==> src/rtl/uart_tx_frame.sv <==
// rtl/uart_tx_frame.sv - parametrised UART transmit serializer with send/ready handshake
// Optional front-end FIFO: define UART_TX_FIFO_EN (depth FIFO_DEPTH).
module uart_tx_frame #(
    parameter int DATA_BITS  = 8,
    parameter int CLK_DIV    = 16,
    parameter int PARITY     = 0,
    parameter int STOP_BITS  = 1,
    parameter int FIFO_DEPTH = 8
) (
    input  logic                 clk,
    input  logic                 rst_n,
    input  logic                 send,
    input  logic [DATA_BITS-1:0] data,
    output logic                 ready,
    output logic                 busy,
    output logic                 out
);

    localparam int DIV_W = (CLK_DIV > 2) ? $clog2(CLK_DIV) : 1;
    localparam logic [DIV_W-1:0] DIV_LAST  = DIV_W'(CLK_DIV - 1);
    localparam logic [3:0]       DATA_LAST = 4'(DATA_BITS - 1);
    localparam logic [3:0]       STOP_LAST = 4'(STOP_BITS - 1);

    if (DATA_BITS < 5 || DATA_BITS > 9 || CLK_DIV < 2 || PARITY < 0 || PARITY > 2 ||
        (STOP_BITS != 1 && STOP_BITS != 2)) begin : g_bad_params
        $fatal(1, "uart_tx_frame: illegal parameter combination");
    end

    typedef enum logic [2:0] {
        S_IDLE,
        S_START,
        S_DATA,
        S_PAR,
        S_STOP
    } state_t;

    state_t               state_q, state_d;
    logic [DIV_W-1:0]     div_q, div_d;
    logic [3:0]           bit_q, bit_d;
    logic [DATA_BITS-1:0] shift_q, shift_d;
    logic                 par_q, par_d;
    logic                 out_q, out_d;
    logic                 busy_q, busy_d;
    logic                 tick;
    logic                 load_en;
    logic [DATA_BITS-1:0] load_word;

`ifdef UART_TX_FIFO_EN
    localparam int PTR_W = (FIFO_DEPTH > 2) ? $clog2(FIFO_DEPTH) : 1;

    if (FIFO_DEPTH < 2 || (FIFO_DEPTH & (FIFO_DEPTH - 1)) != 0) begin : g_bad_fifo
        $fatal(1, "uart_tx_frame: FIFO_DEPTH must be a power of 2, >= 2");
    end

    logic [DATA_BITS-1:0] mem_q [FIFO_DEPTH];
    logic [PTR_W-1:0]     wr_ptr_q, wr_ptr_d, rd_ptr_q, rd_ptr_d;
    logic [PTR_W:0]       count_q, count_d;
    logic                 push, pop;

    assign ready     = (count_q != (PTR_W + 1)'(FIFO_DEPTH));
    assign push      = send && ready;
    // The FSM drains the FIFO only from IDLE, so START follows the pop by one cycle.
    assign pop       = (state_q == S_IDLE) && (count_q != '0);
    assign load_en   = pop;
    assign load_word = mem_q[rd_ptr_q];

    always_comb begin
        wr_ptr_d = push ? wr_ptr_q + 1'b1 : wr_ptr_q;
        rd_ptr_d = pop ? rd_ptr_q + 1'b1 : rd_ptr_q;
        count_d  = count_q;
        if (push && !pop) begin
            count_d = count_q + 1'b1;
        end else if (!push && pop) begin
            count_d = count_q - 1'b1;
        end
    end

    always_ff @(posedge clk) begin
        if (push) begin
            mem_q[wr_ptr_q] <= data;
        end
    end

    always_ff @(posedge clk or negedge rst_n) begin
        if (!rst_n) begin
            wr_ptr_q <= '0;
            rd_ptr_q <= '0;
            count_q  <= '0;
        end else begin
            wr_ptr_q <= wr_ptr_d;
            rd_ptr_q <= rd_ptr_d;
            count_q  <= count_d;
        end
    end

    assign busy_d = (state_d != S_IDLE) || (count_d != '0);
`else
    assign ready     = (state_q == S_IDLE);
    assign load_en   = send && ready;
    assign load_word = data;
    assign busy_d    = (state_d != S_IDLE);
`endif

    assign tick = (div_q == DIV_LAST);

    always_comb begin
        state_d = state_q;
        div_d   = div_q;
        bit_d   = bit_q;
        shift_d = shift_q;
        par_d   = par_q;
        if (state_q != S_IDLE) begin
            div_d = tick ? '0 : div_q + 1'b1;
        end
        case (state_q)
            S_IDLE: begin
                if (load_en) begin
                    state_d = S_START;
                    shift_d = load_word;
                    par_d   = (PARITY == 1) ? ~^load_word : ^load_word;
                    div_d   = '0;
                    bit_d   = '0;
                end
            end
            S_START: begin
                if (tick) begin
                    state_d = S_DATA;
                    bit_d   = '0;
                end
            end
            S_DATA: begin
                if (tick) begin
                    shift_d = shift_q >> 1;
                    if (bit_q == DATA_LAST) begin
                        bit_d   = '0;
                        state_d = (PARITY != 0) ? S_PAR : S_STOP;
                    end else begin
                        bit_d = bit_q + 1'b1;
                    end
                end
            end
            S_PAR: begin
                if (tick) begin
                    state_d = S_STOP;
                end
            end
            S_STOP: begin
                if (tick) begin
                    if (bit_q == STOP_LAST) begin
                        state_d = S_IDLE;
                        bit_d   = '0;
                    end else begin
                        bit_d = bit_q + 1'b1;
                    end
                end
            end
            default: state_d = S_IDLE;
        endcase

        // Line level follows the next state so out changes together with state_q.
        case (state_d)
            S_START: out_d = 1'b0;
            S_DATA:  out_d = shift_d[0];
            S_PAR:   out_d = par_d;
            default: out_d = 1'b1;
        endcase
    end

    always_ff @(posedge clk or negedge rst_n) begin
        if (!rst_n) begin
            state_q <= S_IDLE;
            div_q   <= '0;
            bit_q   <= '0;
            shift_q <= '0;
            par_q   <= 1'b0;
            out_q   <= 1'b1;
            busy_q  <= 1'b0;
        end else begin
            state_q <= state_d;
            div_q   <= div_d;
            bit_q   <= bit_d;
            shift_q <= shift_d;
            par_q   <= par_d;
            out_q   <= out_d;
            busy_q  <= busy_d;
        end
    end

    assign out  = out_q;
    assign busy = busy_q;

endmodule

==> config.mk <==
export PLATFORM = sky130hd
export DESIGN_NAME = uart_tx_frame
export DESIGN_NICKNAME = d
export VERILOG_FILES = /design/src/rtl/uart_tx_frame.sv
export SDC_FILE = /design/constraint.sdc
export NUM_CORES = 1
export LEC_CHECK = 0
export ABC_AREA = 1
export CORE_ASPECT_RATIO = 0.75
export CORE_UTILIZATION = 50
export CTS_BUF_LIST = sky130_fd_sc_hd__clkbuf_16
export CTS_CLUSTER_DIAMETER = 50
export DETAILED_ROUTE_END_ITERATION = 12
export PLACE_DENSITY = 0.75
export REMOVE_ABC_BUFFERS = 1
export SLEW_MARGIN = 15
export SYNTH_ARGS = -nofsm -noshare
export SYNTH_HDL_FRONTEND = slang
export SYNTH_SLANG_ARGS = --single-unit
==> constraint.sdc <==
create_clock -name clk -period 2 [get_ports clk]
set_input_delay 0.4 -clock clk [delete_from_list [all_inputs] [get_ports clk]]
set_output_delay 0.4 -clock clk [all_outputs]
set_load 0.05 [all_outputs]
* Word level (Yosys, flattened, before mapping)
Index checks and enable logic that the tools add are counted.
Word-level totals: logic and storage cells 58, memories kept 0, register bits 22, bits in read-only memories 0, RAM bits 0, output and inout port bits 3, bits in latches 0
Operators by class: div/mod/pow operators 0, multipliers 0, shifts and indexed selects 0, reductions and logical operators 10, equal/unequal tests 13, bitwise operators 0, add/subtract/negate cells 2, order comparisons 0, muxes and demuxes 25
Operators by type and width (number):
- $mux 4 | 10
- $mux 3 | 7
- $mux 8 | 2
- $pmux 4 s4 | 1
- $pmux 8 s2 | 1
- $pmux 3 s5 | 1
- $eq 3x2->1 const B | 4
- $add 4x1->4 const B | 2
- $reduce_xor 8->1 | 1
- $eq 3x1->1 const B | 2
- $ne 2x2->1 const B | 3
- $reduce_bool 3->1 | 2
- $reduce_and 5->1 | 1
- $eq 4x3->1 const B | 1
- $eq 4x4->1 const B | 1
- $logic_not 4->1 | 1
- $reduce_bool 4->1 | 1
- $eq 3x3->1 const B | 1
- $logic_not 3->1 | 1
- $pmux 1 s3 | 1
- $reduce_and 3->1 | 1
- $mux 1 | 2
- $ne 2x1->1 const B | 1
- $reduce_bool 2->1 | 1
- $logic_and 1x1->1 | 1

* Logic depth before layout (Yosys ltp)
Gate-level depths: netlist (run 1).
depth in word-level cells 6, mapped depth 10, depth with buffers taken out 10

* Worst setup path before layout (run 1)
Ideal clock, no wire load.
path kind register -> register, start point register state_q[1], end point register bit_q[1], arrival 1.293 ns, path slack 0.591 ns, library setup time 0.116 ns, buffers on the path 0, data required time 1.884 ns, cell stages (with the launch flop) 9, cell sequence dfrtp_1 > nor2_4 > nand2_4 > inv_2 > nand2_2 > nand3_4 > nor2_4 > nand2_1 > nand2_1
Between the ends: word-level cells in the longest chain between the ends 4, elaborated cells between the ends (all ways) 12
RTL lines:
- start, declared | line 37 | state_t state_q, state_d;
- start signal, assigned | line 179 | state_q <= state_d;
- $logic_not 3->1 * | line 98 | assign ready = (state_q == S_IDLE);
- net ready | line 14 | output logic ready,
- $logic_and 1x1->1 | line 99 | assign load_en = send && ready;
- $ne 2x1->1 (no source line)
- $reduce_and 5->1 (no source line)
- end signal, assigned | line 181 | bit_q <= bit_d;
- end, declared | line 39 | logic [3:0] bit_q, bit_d;
The timed path passes the listed nets; every way through them passes the cells marked *. A chain may end at the register's enable or synchronous reset.

* Final worst setup path (run 1)
start point register busy_q (netlist: busy), end point output port busy
RTL lines:
- start, declared | line 43 | logic busy_q, busy_d;
- start signal, assigned | line 185 | busy_q <= busy_d;
- end, declared | line 15 | output logic busy,
No word-level cell between the ends.

==> metrics.csv, run 1 <==
stage,metric,value,unit
clock_network,cts_resized,0,
critical_path,arrival_worst_endpoint,1.37,ns
yosys,proportion_of_netlist_area_held_by_the_largest_area_contributor,37.6,%
power_and_ir_drop,pwr-share-seq,47.4,%
clock_network,path_clk_slew,0.06,ns
place,place_area,1590,um^2
sta,fin_crit,1.77,ns
sta,setup_total_negative_slack,0,ns
global_routing,gr-total-overflow,0,
critical_path,path_cells,clkdlybuf4s50_1,
yosys,synth_largest_area_cell,sky130_fd_sc_hd__dfrtp_1,
finish,area_growth_from_synthesis_to_layout,19.3,%
die,die_width,63.0,um
drt,detail_route.wl_per_cell,11.8,um
sta,finalHoldViolations,0,
drt,final_antenna_net_count,0,
critical_path,cp_slowest_stage_delay,0.80,ns
yosys,ys.warnings.count,0,
drt,detailedRoute.firstIterationViolations,41,
power_and_ir_drop,power.static_leakage,0.000882,uW
power_and_ir_drop,irDropWorstVdd,612,uV
global_routing,vias_in_the_first_global_route,1051,
place,place.port_buffers,13,
sta,maxClockFrequency,564,MHz
die,core.rowCount,16,
clock_network,cts_hold_buf,0,
clock_network,post_cts_buffers,0,
yosys,async_reset_ff_share,100,%
sta,slew_viol_final,0,
yosys,netlist_instances,182,
die,num_io_pins,14,
finish,post_route_standard_cell_area_excluding_fillers,1670,um^2
yosys,netlist_top_cells_area,"sky130_fd_sc_hd__dfrtp_1 38%, sky130_fd_sc_hd__nand2_1 17%, sky130_fd_sc_hd__inv_1 7.5%",
global_routing,tot_gr_track_use,21.1,%
power_and_ir_drop,power_frac_comb,8.6,%
yosys,syn-cell-area,1400,um^2
sta,setup-violations-final,0,
yosys,synth_sequential_area_ratio,39.5,%
global_routing,pin_count_of_the_biggest_net_entering_global_routing,23,
critical_path,slowest_stage,sky130_fd_sc_hd__clkdlybuf4s50_1,
clock_network,cts_tree,yes,
sta,slew_headroom,66.9,%
die,die_y,47.8,um
critical_path,crit_path_end_kind,output port,
yosys,synthTopCellsByCount,"62 x sky130_fd_sc_hd__nand2_1, 28 x sky130_fd_sc_hd__inv_1, 21 x sky130_fd_sc_hd__dfrtp_1",
place,gpl.final_weighted_congestion,0.801,
job,drv.max_cap_violation_count,0,
sta,tightestPinTransition,0.494,ns
sta,unrepaired_setup_endpoints_after_global_routing,no,
yosys,synth_enable_flop_cells,0,
power_and_ir_drop,clock_power_share,44.0,%
finish,postLayoutCoreUtil,63.5,%
drt,remaining_drc_errors,0,
clock_network,root_buffer,sky130_fd_sc_hd__clkbuf_16,
power_and_ir_drop,sw_share,21.1,%
sta,skew,0.00198,ns
drt,drt_wl_total,2780,um
critical_path,timing.critical_path.max_delay_family,buffers and inverters,
clock_network,max-clock-path-buffers,2,
clock_network,ctsHtreeMaxLevel,1,
drt,drtPass1Iterations,4,
die,core_area,2620,um^2
global_routing,grt_pass1_wl,4750,um
sta,final.setup.worst_slack,0.225,ns
critical_path,critPathLaunchType,register,
die,floorplan.die_area,3010,um^2
yosys,ys_ff_latch,22,
finish,final_layout_size_suffix_gt1_share,14.5,%
place,dp.final_hpwl,2170,um
drt,via_count,1210,
sta,hold_ws,0.476,ns
power_and_ir_drop,power_switching,201,uW
drt,drt-vias-per-instance,5.13,
yosys,yosys_most_used_dff,sky130_fd_sc_hd__dfrtp_1,
power_and_ir_drop,pwr_density_cell,570,nW/um^2
yosys,yosysUniqueCellTypes,29,
clock_network,cts_inserted_buffers,3,
critical_path,critical_path_class,register to output port,
hold_path,worst_hold_path_type,register to register,
critical_path,worst-path-max-fanout,1,
place,placement_stage_worst_setup_slack,0.253,ns
yosys,post-synth-top-count-cell,sky130_fd_sc_hd__nand2_1,
clock_network,clock_latency,0.25,ns
yosys,syn_area_per_cell,7.67,um^2
outcome,run_status,finished clean,
global_routing,grt_antenna_before_repair,0,
power_and_ir_drop,internal_dissipation,749,uW
critical_path,critical_path_buf_inv_count,1,
die,initial_core_util,53.2,%
sta,timing.final.crit_share,88.7,%
clock_network,numClockSinks,22,
finish,nNetsFinal,215,
finish,antenna-diode-count,0,
critical_path,cp_data_required_time,1.60,ns
==> power by group through the flow <==
stage | Clock, uW | Sequential, uW | Combinational, uW
final | 418 | 450 | 81.2
after global routing | 449 | 450 | 93.3
after CTS | 433 | 450 | 81.1
after detailed placement | 0 | 458 | 80.7
after global placement | 0 | 457 | 77.9
after floorplan | 0 | 457 | 37.2
==> kinds of logic (layout without fill, tap and decap cells) <==
group | Yosys count | count (layout) | synth area share [%]
buffers and inverters | 33 | 51 | 8.87
xor gates and xnor gates | 2 | 2 | 1.25
adders and majority gates | 3 | 3 | 2.69
AOI/OAI and AO/OA | 18 | 18 | 9.50
DFF | 22 | 22 | 39.5
and+or+nand+nor | 104 | 104 | 38.2
==> final cells by class <==
class / instances / area, um^2
clock buffer: 3 / 75.1
fill: 231 / 957
clock inverter: 1 / 3.75
inverter: 33 / 124
sequential: 22 / 552
multi-input combinational: 127 / 721
tap: 36 / 45.0
timing repair buffer: 14 / 145
==> final timing paths <==
kind / from / to / slack [ns] / cells past startpoint
min in group asynchronous: rst_n / state_q[1]$_DFF_PN0_ / 0.51 / 2
max in group asynchronous: rst_n / out$_DFF_PN1_ / 1.21 / 2
min reg2reg: bit_q[3]$_DFFE_PN0P_ / bit_q[3]$_DFFE_PN0P_ / 0.48 / 2
max reg2reg: div_q[0]$_DFF_PN0_ / bit_q[0]$_DFFE_PN0P_ / 0.46 / 9
min: bit_q[3]$_DFFE_PN0P_ / bit_q[3]$_DFFE_PN0P_ / 0.48 / 2
max: busy$_DFF_PN0_ / busy / 0.23 / 1
==> registers in the layout, summed over array words and instances, names as in the netlist <==
signal / cells
div_q: 4
bit_q: 4
shift_q: 8
busy: 1
out: 1
par_q: 1
state_q: 3
==> cell usage in the layout (no fill, tap or decap), drive strengths merged <==
master / Yosys / routed
nand2: 65 / 65
inv: 33 / 34
dfrtp: 21 / 21
nor2: 20 / 20
nand3: 13 / 13
clkdlybuf4s50: 0 / 11
o221ai: 6 / 6
a21oi: 4 / 4
o21ai: 3 / 3
ha: 3 / 3
clkbuf: 0 / 3
or2: 3 / 3
buf: 0 / 3
a211oi: 2 / 2
nand4: 2 / 2
o211ai: 1 / 1
xnor2: 1 / 1
a21boi: 1 / 1
and3: 1 / 1
xor2: 1 / 1
o22ai: 1 / 1
dfstp: 1 / 1
==> through the flow <==
step / cells / total power (uW)
2_1_floorplan: 182 / 494
3_3_place_gp: 232 / 535
3_5_place_dp: 232 / 539
4_1_cts: 236 / 964
5_1_grt: 236 / 993
6_report: 236 / 950
==> metal layers <==
metal | vias to the layer above | track usage, % | part of all wire, %
met5 | - | 0 | 0
met4 | 0 | 4.19 | 0.75
met3 | 5 | 4.52 | 7.3
met2 | 42 | 35.7 | 43
met1 | 553 | 28.7 | 48
li1 | 610 | - | -
==> worst reg2reg max path, cell delays in order (launching register included) <==
cell and delay, ns:
sky130_fd_sc_hd__dfrtp_1 0.40, sky130_fd_sc_hd__ha_1 0.26, sky130_fd_sc_hd__nand3_4 0.15, sky130_fd_sc_hd__inv_2 0.07
sky130_fd_sc_hd__nor2_1 0.22, sky130_fd_sc_hd__nor2_4 0.08, sky130_fd_sc_hd__nand3_4 0.10, sky130_fd_sc_hd__nor2_4 0.05
sky130_fd_sc_hd__nand2_1 0.05, sky130_fd_sc_hd__nand2_1 0.04
Note: power is estimated with default switching activity, not from simulation.
==> run 2, diff against run 1 <==
- CTS_CLUSTER_SIZE: default -> 25
==> results of run 2 <==
No change in the layout: final DEF, timing and power equal those of run 1.
==> run 3, diff against run 2 <==
- CORE_UTILIZATION: 50 -> 30
- PLACE_DENSITY: 0.75 -> 0.51
==> run 3 against run 2 <==
Against the previous run: sequential share of layout area shrank 0.51 points; global-route usage shrank 8.6 points; hold slack gained 0.0079 ns; first-iteration DRC count grew 15%; combinational power shrank 3.4%; critical path type unchanged; clock skew is essentially flat; total power grew 0.67%; clock power grew 2%; sequential cell count is the same; non-clock buffer count is the same; die area grew 64%; largest power group unchanged.
==> metrics.csv, run 3 (synthesis gave the netlist of run 1 again) <==
stage,metric,value,unit,change
outcome,run_status,finished clean,,unchanged
finish,layout_commonest_cell,sky130_fd_sc_hd__nand2_1,,unchanged
die,core_area,4470,um^2,was 2620 um^2
place,gpl.final_weighted_congestion,0.734,,was 0.801
critical_path,path_cells,clkdlybuf4s50_1,,unchanged
die,initial_core_util,31.3,%,was 53.2%
clock_network,cts_inserted_buffers,3,,unchanged
finish,top_register,shift_q,,unchanged
critical_path,timing.critical_path.from,busy$_DFF_PN0_,,unchanged
finish,finalNonFillerCells,257,,was 236
finish,largest_register_ffs,8,,unchanged
power_and_ir_drop,pwr_density_cell,565,nW/um^2,was 570 nW/um^2
finish,antenna-diode-count,0,,unchanged
place,place.port_buffers,13,,unchanged
die,num_io_pins,14,,unchanged
place,place_area,1610,um^2,was 1590 um^2
drt,detail_route.wl_per_cell,10.3,um,was 11.8 um
clock_network,cts_resized,0,,unchanged
finish,reg_top3,"shift_q x8, bit_q x4, div_q x4",,unchanged
place,dp.final_hpwl,2100,um,was 2170 um
sta,skew,0.00203,ns,was 0.00198 ns
drt,drtPass1Iterations,4,,unchanged
place,place_inst,253,,was 232
power_and_ir_drop,sw_share,21.6,%,was 21.1%
critical_path,rr_startpoint,div_q[0]$_DFF_PN0_,,unchanged
critical_path,crit_path_end_kind,output port,,unchanged
drt,drt-vias-per-instance,4.40,,was 5.13
critical_path,cp_slowest_stage_delay,0.79,ns,was 0.80 ns
sta,maxClockFrequency,567,MHz,was 564 MHz
finish,area_growth_from_synthesis_to_layout,21.1,%,was 19.3%
global_routing,vias_in_the_first_global_route,1057,,was 1051
global_routing,pin_count_of_the_biggest_net_entering_global_routing,23,,unchanged
power_and_ir_drop,irDropWorstVdd,269,uV,was 612 uV
critical_path,critical_path_class,register to output port,,unchanged
global_routing,grt_antenna_before_repair,0,,unchanged
critical_path,cp_data_required_time,1.60,ns,about the same
critical_path,critPathLaunchType,register,,unchanged
power_and_ir_drop,clock_power_share,44.8,%,was 44.0%
global_routing,gr-total-overflow,0,,unchanged
finish,final_layout_size_suffix_gt1_share,14.5,%,unchanged
power_and_ir_drop,power_frac_comb,8.2,%,was 8.6%
drt,remaining_drc_errors,0,,unchanged
sta,slew_viol_final,0,,unchanged
sta,tightestPinTransition,0.486,ns,was 0.494 ns
critical_path,critical_path_buf_inv_count,1,,unchanged
hold_path,worst_hold_path_type,register to register,,unchanged
sta,finalHoldViolations,0,,unchanged
critical_path,arrival_worst_endpoint,1.36,ns,was 1.37 ns
clock_network,root_buffer,sky130_fd_sc_hd__clkbuf_16,,unchanged
sta,unrepaired_setup_endpoints_after_global_routing,no,,unchanged
power_and_ir_drop,power.static_leakage,0.000878,uW,was 0.000882 uW
sta,setup-violations-final,0,,unchanged
drt,drt_wl_total,2650,um,was 2780 um
power_and_ir_drop,power_switching,207,uW,was 201 uW
power_and_ir_drop,pwr-share-seq,47.0,%,was 47.4%
clock_network,numClockSinks,22,,unchanged
job,drv.max_cap_violation_count,0,,unchanged
clock_network,cts_hold_buf,0,,unchanged
drt,via_count,1131,,was 1210
die,die_y,61.1,um,was 47.8 um
clock_network,path_clk_slew,0.06,ns,about the same
power_and_ir_drop,internal_dissipation,749,uW,about the same
die,core.rowCount,21,,was 16
hold_path,hold_path_startpoint,bit_q[3]$_DFFE_PN0P_,,unchanged
die,floorplan.die_area,4930,um^2,was 3010 um^2
sta,timing.final.crit_share,88.2,%,was 88.7%
critical_path,worst-path-max-fanout,1,,unchanged
die,die_width,80.8,um,was 63.0 um
finish,post_route_standard_cell_area_excluding_fillers,1690,um^2,was 1670 um^2
clock_network,ctsHtreeMaxLevel,1,,unchanged
critical_path,timing.critical_path.max_delay_family,buffers and inverters,,unchanged
drt,detailedRoute.firstIterationViolations,47,,was 41
clock_network,post_cts_buffers,0,,unchanged
clock_network,cts_tree,yes,,unchanged
drt,final_antenna_net_count,0,,unchanged
global_routing,tot_gr_track_use,12.5,%,was 21.1%
finish,nNetsFinal,215,,unchanged
sta,setup_total_negative_slack,0,ns,unchanged
sta,fin_crit,1.76,ns,was 1.77 ns
clock_network,clock_latency,0.25,ns,about the same
global_routing,grt_pass1_wl,4670,um,was 4750 um
clock_network,max-clock-path-buffers,2,,unchanged
finish,highest_count_cells_in_the_layout_ignoring_fill_and_taps,"62 x sky130_fd_sc_hd__nand2_1, 28 x sky130_fd_sc_hd__inv_1, 21 x sky130_fd_sc_hd__dfrtp_1, 13 x sky130_fd_sc_hd__nor2_1, 11 x sky130_fd_sc_hd__clkdlybuf4s50_1",,"was 62 x sky130_fd_sc_hd__nand2_1, 29 x sky130_fd_sc_hd__inv_1, 21 x sky130_fd_sc_hd__dfrtp_1, 13 x sky130_fd_sc_hd__nor2_1, 11 x sky130_fd_sc_hd__clkdlybuf4s50_1"
sta,slew_headroom,67.5,%,was 66.9%
critical_path,slowest_stage,sky130_fd_sc_hd__clkdlybuf4s50_1,,unchanged
run 3: area by class of cell:
cell class                 instances  area [um^2]
fill                             474         2780
multi-input combinational        127          721
sequential                        22          552
timing repair buffer              14          145
inverter                          33          124
clock buffer                       3         75.1
tap                               57         71.3
clock inverter                     1         3.75
run 3: per-stage QoR:
step	utilization [%]	total power, uW	worst slack, ns	hold WS [ns]
5_1_grt	37.9	1000	0.206	0.518
3_3_place_gp	36.1	537	0.338	0.469
2_1_floorplan	-	494	0.591	0.104
3_5_place_dp	36.1	537	0.325	0.468
6_report	37.9	956	0.236	0.484
4_1_cts	37.9	972	0.228	0.487
run 3: per-layer routing:
metal / global-route usage, % / part of all wire (%)
met4: 3.06 / 1.2
met3: 3.11 / 2.7
met1: 18.7 / 58
met5: 0 / 0
met2: 18.0 / 38
run 3: power groups by stage:
stage / combinational (uW) / sequential [uW] / clock, uW
4_1_cts: 79.8 / 449 / 443
5_1_grt: 91.3 / 450 / 459
3_3_place_gp: 79.8 / 458 / 0
6_report: 78.4 / 449 / 428
2_1_floorplan: 37.2 / 457 / 0
3_5_place_dp: 79.6 / 458 / 0
run 3: final timing paths:
path | endpoint | slack, ns | cells past startpoint
worst min-delay path | bit_q[3]$_DFFE_PN0P_ | 0.48 | 2
worst max register to register | bit_q[0]$_DFFE_PN0P_ | 0.48 | 9
worst max-delay path | busy | 0.24 | 1
min in group asynchronous | bit_q[1]$_DFFE_PN0P_ | 0.50 | 2
worst min register to register | bit_q[3]$_DFFE_PN0P_ | 0.48 | 2
max in group asynchronous | out$_DFF_PN1_ | 1.22 | 2
